===== config.mk =====
export PLATFORM = sky130hd
export DESIGN_NAME = job_mode_ctrl
export DESIGN_NICKNAME = d
export VERILOG_FILES = /design/src/rtl/job_pkg.sv /design/src/rtl/job_chan.sv /design/src/rtl/job_mode_ctrl.sv
export SDC_FILE = /design/constraint.sdc
export NUM_CORES = 1
export LEC_CHECK = 0
export ABC_AREA = 1
export CORE_MARGIN = 10
export CORE_UTILIZATION = 53
export DETAILED_ROUTE_END_ITERATION = 16
export PLACE_DENSITY = 0.81
export RECOVER_POWER = 100
export SETUP_SLACK_MARGIN = 0.02
export SLEW_MARGIN = 20
export SYNTH_ARGS = -nofsm -noshare
export SYNTH_HDL_FRONTEND = slang
export SYNTH_HIERARCHICAL = 1
export SYNTH_SLANG_ARGS = --single-unit
export TNS_END_PERCENT = 30

===== constraint.sdc =====
create_clock -name clk -period 2.3 [get_ports clk]
set_input_delay 0.345 -clock clk [delete_from_list [all_inputs] [get_ports clk]]
set_output_delay 0.345 -clock clk [all_outputs]
set_load 0.01 [all_outputs]

===== src/rtl/job_pkg.sv =====
// ============================================================================
//  job_pkg : shared job channel mode type and helpers
//  Revision: 1.0
// ============================================================================
`default_nettype none

package job_pkg;

   typedef enum logic [1:0] {
      MODE_IDLE  = 2'd0,
      MODE_START = 2'd1,
      MODE_RUN   = 2'd2,
      MODE_DONE  = 2'd3
   } mode_t;

   function automatic logic is_active(input mode_t m);
      return (m == MODE_START) || (m == MODE_RUN);
   endfunction

endpackage

`default_nettype wire


===== src/rtl/job_chan.sv =====
// ============================================================================
//  job_chan : single job channel, IDLE -> START -> RUN -> DONE with run counter
//  Revision: 1.0
// ============================================================================
`default_nettype none

module job_chan
   import job_pkg::*;
#(
   parameter int CW = 8
) (
   input  logic          clk,
   input  logic          rst,
   input  logic          start,
   input  logic [CW-1:0] len,
   input  logic          ack,
   input  logic          abort,
   output mode_t         mode
);

   mode_t         r_mode;
   mode_t         w_mode_nxt;
   logic [CW-1:0] r_cnt;
   logic [CW-1:0] w_cnt_nxt;

   always_comb begin
      w_mode_nxt = r_mode;
      w_cnt_nxt  = r_cnt;
      case (r_mode)
         MODE_IDLE: begin
            if (start) begin
               w_mode_nxt = MODE_START;
               w_cnt_nxt  = len;
            end
         end
         MODE_START: begin
            if (abort) begin
               w_mode_nxt = MODE_IDLE;
               w_cnt_nxt  = '0;
            end else if (r_cnt == '0) begin
               w_mode_nxt = MODE_DONE;
            end else begin
               w_mode_nxt = MODE_RUN;
            end
         end
         MODE_RUN: begin
            // The counter still holds len on the first RUN cycle, so RUN spans len cycles.
            if (abort) begin
               w_mode_nxt = MODE_IDLE;
               w_cnt_nxt  = '0;
            end else begin
               w_cnt_nxt = r_cnt - CW'(1);
               if (r_cnt == CW'(1)) begin
                  w_mode_nxt = MODE_DONE;
               end
            end
         end
         MODE_DONE: begin
            if (ack) begin
               w_mode_nxt = MODE_IDLE;
            end
         end
         default: begin
            w_mode_nxt = MODE_IDLE;
            w_cnt_nxt  = '0;
         end
      endcase
   end

   always_ff @(posedge clk) begin
      if (rst) begin
         r_mode <= MODE_IDLE;
         r_cnt  <= '0;
      end else begin
         r_mode <= w_mode_nxt;
         r_cnt  <= w_cnt_nxt;
      end
   end

   assign mode = r_mode;

endmodule

`default_nettype wire


===== src/rtl/job_mode_ctrl.sv =====
// ============================================================================
//  job_mode_ctrl : NCH independent job channels with busy/active reduction
//  Optional saturating done_cnt output enabled by JOB_CTRL_DONECNT_EN.
//  Revision: 1.0
// ============================================================================
`default_nettype none

module job_mode_ctrl
   import job_pkg::*;
#(
   parameter int NCH = 4,
   parameter int CW  = 8
) (
   input  logic                       clk,
   input  logic                       rst,
   input  logic [NCH-1:0]             start,
   input  logic [NCH*CW-1:0]          len,
   input  logic [NCH-1:0]             ack,
   input  logic [NCH-1:0]             abort,
   output mode_t [NCH-1:0]            mode,
   output logic                       busy,
`ifdef JOB_CTRL_DONECNT_EN
   output logic [$clog2(NCH+1)-1:0]   active_cnt,
   output logic [CW-1:0]              done_cnt
`else
   output logic [$clog2(NCH+1)-1:0]   active_cnt
`endif
);

   localparam int AW = $clog2(NCH + 1);

   genvar gi;
   generate
      for (gi = 0; gi < NCH; gi++) begin : g_chan
         job_chan #(
            .CW (CW)
         ) u_chan (
            .clk   (clk),
            .rst   (rst),
            .start (start[gi]),
            .len   (len[gi*CW +: CW]),
            .ack   (ack[gi]),
            .abort (abort[gi]),
            .mode  (mode[gi])
         );
      end
   endgenerate

   logic [AW-1:0] w_active;

   always_comb begin
      w_active = '0;
      for (int i = 0; i < NCH; i++) begin
         if (is_active(mode[i])) begin
            w_active = w_active + AW'(1);
         end
      end
   end

   assign active_cnt = w_active;
   assign busy       = (w_active != '0);

`ifdef JOB_CTRL_DONECNT_EN
   localparam int SW = CW + AW;

   logic [NCH-1:0] r_was_done;
   logic [CW-1:0]  r_done_cnt;
   logic [AW-1:0]  w_new_done;
   logic [SW-1:0]  w_sum;

   // A DONE entry is counted on the edge after it first shows on mode.
   always_comb begin
      w_new_done = '0;
      for (int i = 0; i < NCH; i++) begin
         if ((mode[i] == MODE_DONE) && !r_was_done[i]) begin
            w_new_done = w_new_done + AW'(1);
         end
      end
      w_sum = SW'(r_done_cnt) + SW'(w_new_done);
   end

   always_ff @(posedge clk) begin
      if (rst) begin
         r_was_done <= '0;
         r_done_cnt <= '0;
      end else begin
         for (int i = 0; i < NCH; i++) begin
            r_was_done[i] <= (mode[i] == MODE_DONE);
         end
         if (w_sum > {{AW{1'b0}}, {CW{1'b1}}}) begin
            r_done_cnt <= {CW{1'b1}};
         end else begin
            r_done_cnt <= w_sum[CW-1:0];
         end
      end
   end

   assign done_cnt = r_done_cnt;
`endif

endmodule

`default_nettype wire


After elaboration in Yosys (flattened, before gate mapping)
Cells that the tools add are included.
W data, S select, Z words.
{ "word_totals": {"ff_bits": 40, "in_bits": 46, "output_inout_bits": 12, "elab_cells": 120} }
{ "op_classes": {"add_sub_neg": 7, "n_eq_ne": 32, "mux": 48, "n_reduce_logical": 25} }
{ "ops": {"columns": ["cell", "n"], "rows": [
  ["$mux W8", 12],
  ["$pmux W8 S3", 4],
  ["$mux W2", 20],
  ["$eq A8 B1 Y1 const B", 4],
  ["$logic_not A8 Y1", 4],
  ["$pmux W2 S4", 4],
  ["$sub A8 B1 Y8 const B", 4],
  ["$ne A2 B2 Y1 const B", 12],
  ["$reduce_and A3 Y1", 8],
  ["$eq A2 B2 Y1 const B", 8],
  ["$reduce_bool A3 Y1", 5],
  ["$ne A3 B2 Y1 const B", 4],
  ["$add A3 B1 Y3 const B", 3],
  ["$mux W3", 3],
  ["$eq A2 B1 Y1 const B", 4],
  ["$logic_not A2 Y1", 4],
  ["$mux W1", 5],
  ["$logic_or A1 B1 Y1", 4]
]} }

Longest topological paths before layout
{ "depth": {"depth_word": 10, "mapped_depth": 16, "mapped_depth_nobuf": 16} }

Hierarchy
The synthesis kept the hierarchy.
{ "by_module_without_submodules": {"columns": ["module", "n_inst", "cells_each", "area_per_inst_um2", "seq_area_each_um2"], "rows": [
  ["job_chan", 4, 109, 732.0, 200.2],
  ["job_mode_ctrl", 1, 53, 255.2, 0.0]
]} }

Worst setup path before layout
OpenSTA, ideal clock, no wires.
{ "synth_path": {"path_type": "flip-flop to output port", "from": "reg g_chan[0].u_chan.r_mode[0]", "to": "out busy", "arrival_ps": 1823, "required_time_ps": 1955, "slack_ps": 132, "path_stages_with_launch": 13, "n_path_buf": 0, "cell_sequence": "dfxtp_1 nand2_1 nand2_1 inv_1 ha_1 inv_1 nand3_2 nand2_2 inv_1 ha_1 or2_1 nand2_1 nand2_1"} }
{ "synth_between": {"elab_chain_len": 10, "elab_cells_between_ends": 11, "classes_between": "add/sub: 3; eq/ne: 2; mux: 4; reduce/logical: 2"} }
{ "synth_rtl": {"columns": ["item", "line", "rtl"], "rows": [
  ["start, declared", "job_chan.sv:21", "mode_t r_mode;"],
  ["start signal, assigned", "job_chan.sv:75", "r_mode <= w_mode_nxt;"],
  ["$eq A2 B1 Y1 / $eq A2 B2 Y1 (equally long branches)", "job_pkg.sv:17", "return (m == MODE_START) || (m == MODE_RUN);"],
  ["$logic_or A1 B1 Y1 (*)", "job_pkg.sv:17", null],
  ["$mux W1 (*)", "job_mode_ctrl.sv:54", "if (is_active(mode[i])) begin"],
  ["$add A3 B1 Y3", "job_mode_ctrl.sv:55", "w_active = w_active + AW'(1);"],
  ["$mux W3 (*)", "job_mode_ctrl.sv:54", null],
  ["$add A3 B1 Y3", "job_mode_ctrl.sv:55", null],
  ["$mux W3 (*)", "job_mode_ctrl.sv:54", null],
  ["$add A3 B1 Y3", "job_mode_ctrl.sv:55", null],
  ["$mux W3 (*)", "job_mode_ctrl.sv:54", null],
  ["$reduce_bool A3 Y1 (*)", "job_mode_ctrl.sv:61", "assign busy = (w_active != '0);"],
  ["end, declared", "job_mode_ctrl.sv:21", "output logic busy,"]
]} }
Every way passes the cells marked *; elsewhere a longest branch is shown, timed or not.

Worst setup path after layout
Same ends and word-level chain as after synthesis.

==> flow_metrics.tcl <==
set metrics [dict create \
    outcome "finished, violations left" \
    violations "setup timing" \
    grt_pass1_vias 3211 \
    hp-class "reg2reg" \
    ys_seq_area_share_pct 25.2 \
    synth_nets 565 \
    tritoncts "done" \
    synth.largest_area_cell "dfxtp_1" \
    grt.total_usage_pct 16.2 \
    viasPerCell 5.15 \
    drc 0 \
    syn-cell-area_mm2 0.00318 \
    synth-warning-count 6 \
    clk_pin_slew_ps 80 \
    placed_cell_area_mm2 0.00390 \
    area_growth_syn_to_layout_pct 28.9 \
    synth_cell_type_count 21 \
    fin_crit_sh_pct 104 \
    cp.required_ps 1960 \
    synth-async-reset-ratio_pct 0 \
    clock_skew_ps 6.82 \
    max_freq_mhz 419 \
    r2r-start "g_chan[0].u_chan/mode[0]" \
    synth_area_per_cell_um2 6.51 \
    worstSkewPairLatency_ps 290 \
    core_mm2 0.00589 \
    clock-root-buffer "clkbuf_8" \
    max_stage_delay_ps 350 \
    worstMarginPinSlew_ps 355 \
    drt-initial-drc-count 124 \
    worstSetupPathType "reg2out" \
    wl_um 8150 \
    fin_util_pct 69.7 \
    rsz0062_at_grt "yes" \
    clock_sinks 40 \
    finalSetupViolCount 2 \
    initial_core_util_pct 54.1 \
    yosys-top-cells-area "dfxtp_1 (25%), ha_1 (12%), nand2_1 (12%)" \
    cts_inserted_buffers 5 \
    die_x_um 97.5 \
    grt_pass1_wl_um 13800 \
    final_cells 644 \
    first_pass_iters 5 \
    dp_cells 628 \
    synth_edf_count 0 \
    critPathMostFrequentCell "nand2_2" \
    antenna_found_initial 0 \
    design.portCount 58 \
    critPathArrivalTime_ps 2040 \
    ys_top_cells_by_count "nand2_1 (100), inv_1 (71), a21oi_1 (56)" \
    vias 3319 \
    drive_gt1_share_pct 15.5 \
    leakagePower_nw 1.89 \
    fin_area_mm2 0.00410 \
    cellPowerDensity_mw_per_mm2 1420 \
    preCtsSetupSlack_ps -321 \
    syn_inst 489 \
    cap_violations 0 \
    postRouteAntennaNets 0 \
    post_drt_wl_per_cell_um 12.7 \
    peakVddDrop_uv 835 \
    crit_path_start_kind "flip-flop" \
    rrSetupSlack_ps 340 \
    cp_max_fo 3 \
    hpwl_um 6010 \
    grt_max_degree 14 \
    worst_setup_path_end_kind "output port" \
    regArea_um2 806 \
    max_slew_margin_pct 76.3 \
    slew_violations 0 \
    yosysMostFrequentCell "nand2_1" \
    crit_family "simple AND/OR/NAND/NOR gates" \
    worstHoldPathCells 2 \
    slowest_stage "dfxtp_2" \
    htreeDepth 2 \
    synth_top_area_share_pct 25.2 \
    path_buf_inv 5 \
    period_needed_ps 2390 \
    dieArea_mm2 0.00951 \
    timing.hold.worst.start "g_chan[2].u_chan/r_cnt[1]" \
    fill_cells 533 \
    multi_input_area_mm2 0.00212 \
    clk_path_buf_depth 2 \
    whs_endpoint "g_chan[2].u_chan/r_cnt[1]" \
    die_h_um 97.5 \
    ff2ff_path_depth 9 \
    gp_congestion 0.866 \
    rr_endpoint "g_chan[0].u_chan/r_cnt[0]" \
    synth_ff_type "dfxtp_1" \
    overflow 0 \
    numPortBuffers 57 \
    n_antenna_cell 0 \
    worstPathCellList "inv_1 > nand2_2 > nand2_2 > buf_4 > buf_4 > buf_4 > nand2_2 > nand2_2 > nand2_2 > ha_4 > or2_1 > nand2_1 > nand2_1 > buf_6" \
    synth_seq_cells 40 \
    hold_viol 0 \
    setup_slack_ps -87.7 \
    nNetsFinal 644 \
    rows 28 \
]
-- state kept, by name, summed over array words and instances (netlist names) --
name,cells
g_chan.u_chan/mode,8
g_chan.u_chan/r_cnt,32
-- how the worst max path moves through the flow --
| stage | startpoint | end | slack [ps] | cells past startpoint |
|---|---|---|---|---|
| floorplan | g_chan[0].u_chan/mode[0] | busy | 130 | 12 |
| global placement | g_chan[0].u_chan/mode[0] | busy | -220 | 14 |
| detailed placement | g_chan[0].u_chan/mode[0] | busy | -320 | 13 |
| CTS | g_chan[1].u_chan/mode[0] | busy | -50 | 14 |
| global route | g_chan[0].u_chan/mode[1] | busy | -180 | 14 |
| finish | g_chan[0].u_chan/mode[0] | busy | -90 | 14 |
-- per-stage QoR --
stage	hold slack (ps)	setup TNS, ps	total power, W
2_1_floorplan	491	0	0.00383
3_3_place_gp	510	-508	0.00474
3_5_place_dp	516	-778	0.00489
4_1_cts	539	-74.4	0.00566
5_1_grt	588	-381	0.00643
6_report	540	-148	0.00583
-- layer usage --
layer	track usage, %	share of wire, %	vias to the layer above
li1	-	-	1724
met1	18.8	45	1513
met2	29.4	50	76
met3	2.99	4.5	6
met4	4.25	0.77	0
met5	0	0	-
-- logic make-up after synthesis --
group	Yosys count	share of synthesized area (%)
compound gates	112	19.3
xor+xnor	8	2.20
fa+ha+maj	30	11.8
buf+inv	80	9.43
flops	40	25.2
simple gates	219	32.1
-- tightest hold or removal path, cell delays in order, from the launching register on --
cell and delay (ps):
dfxtp_1 330, o21ai_0 90, nor2_1 90
-- cells in the final DEF (no fill, tap or decap), drive strengths merged --
cell,n
clkbuf,9
nand2,118
o21bai,8
dfxtp,40
bufinv,1
xnor2,4
nor2,65
clkinvlp,1
a22oi,4
inv,80
clkdlybuf4s50,49
o21ai,40
clkinv,1
xor2,4
a21oi,56
buf,15
o31ai,4
ha,30
or2,1
nand3,31
nand4,4
dlygate4sd3,4
-- where the power goes --
part	switching [W]	internal (W)	total (W)
logic	0.00231	0.00160	0.00390
clock network	0.000255	0.000321	0.000577
registers	0.000354	0.000995	0.00135
total	0.00292	0.00291	0.00583
-- cell type report --
type / instances / area share, %
multi-input cells: 369 / 51.8
clock inverters: 3 / 1.04
clock buffers: 5 / 1.68
repair buffers: 72 / 16.3
flip-flops and latches: 40 / 19.6
well taps: 75 / 2.29
inverters: 80 / 7.32
-- timing repair --
action,in CTS,in global routing
pin swaps,10,8
buffers inserted,7,1
resized for setup,30,13
hold buffers,0,0
setup endpoints to repair,4,4
(Power assumes the default switching activity.)
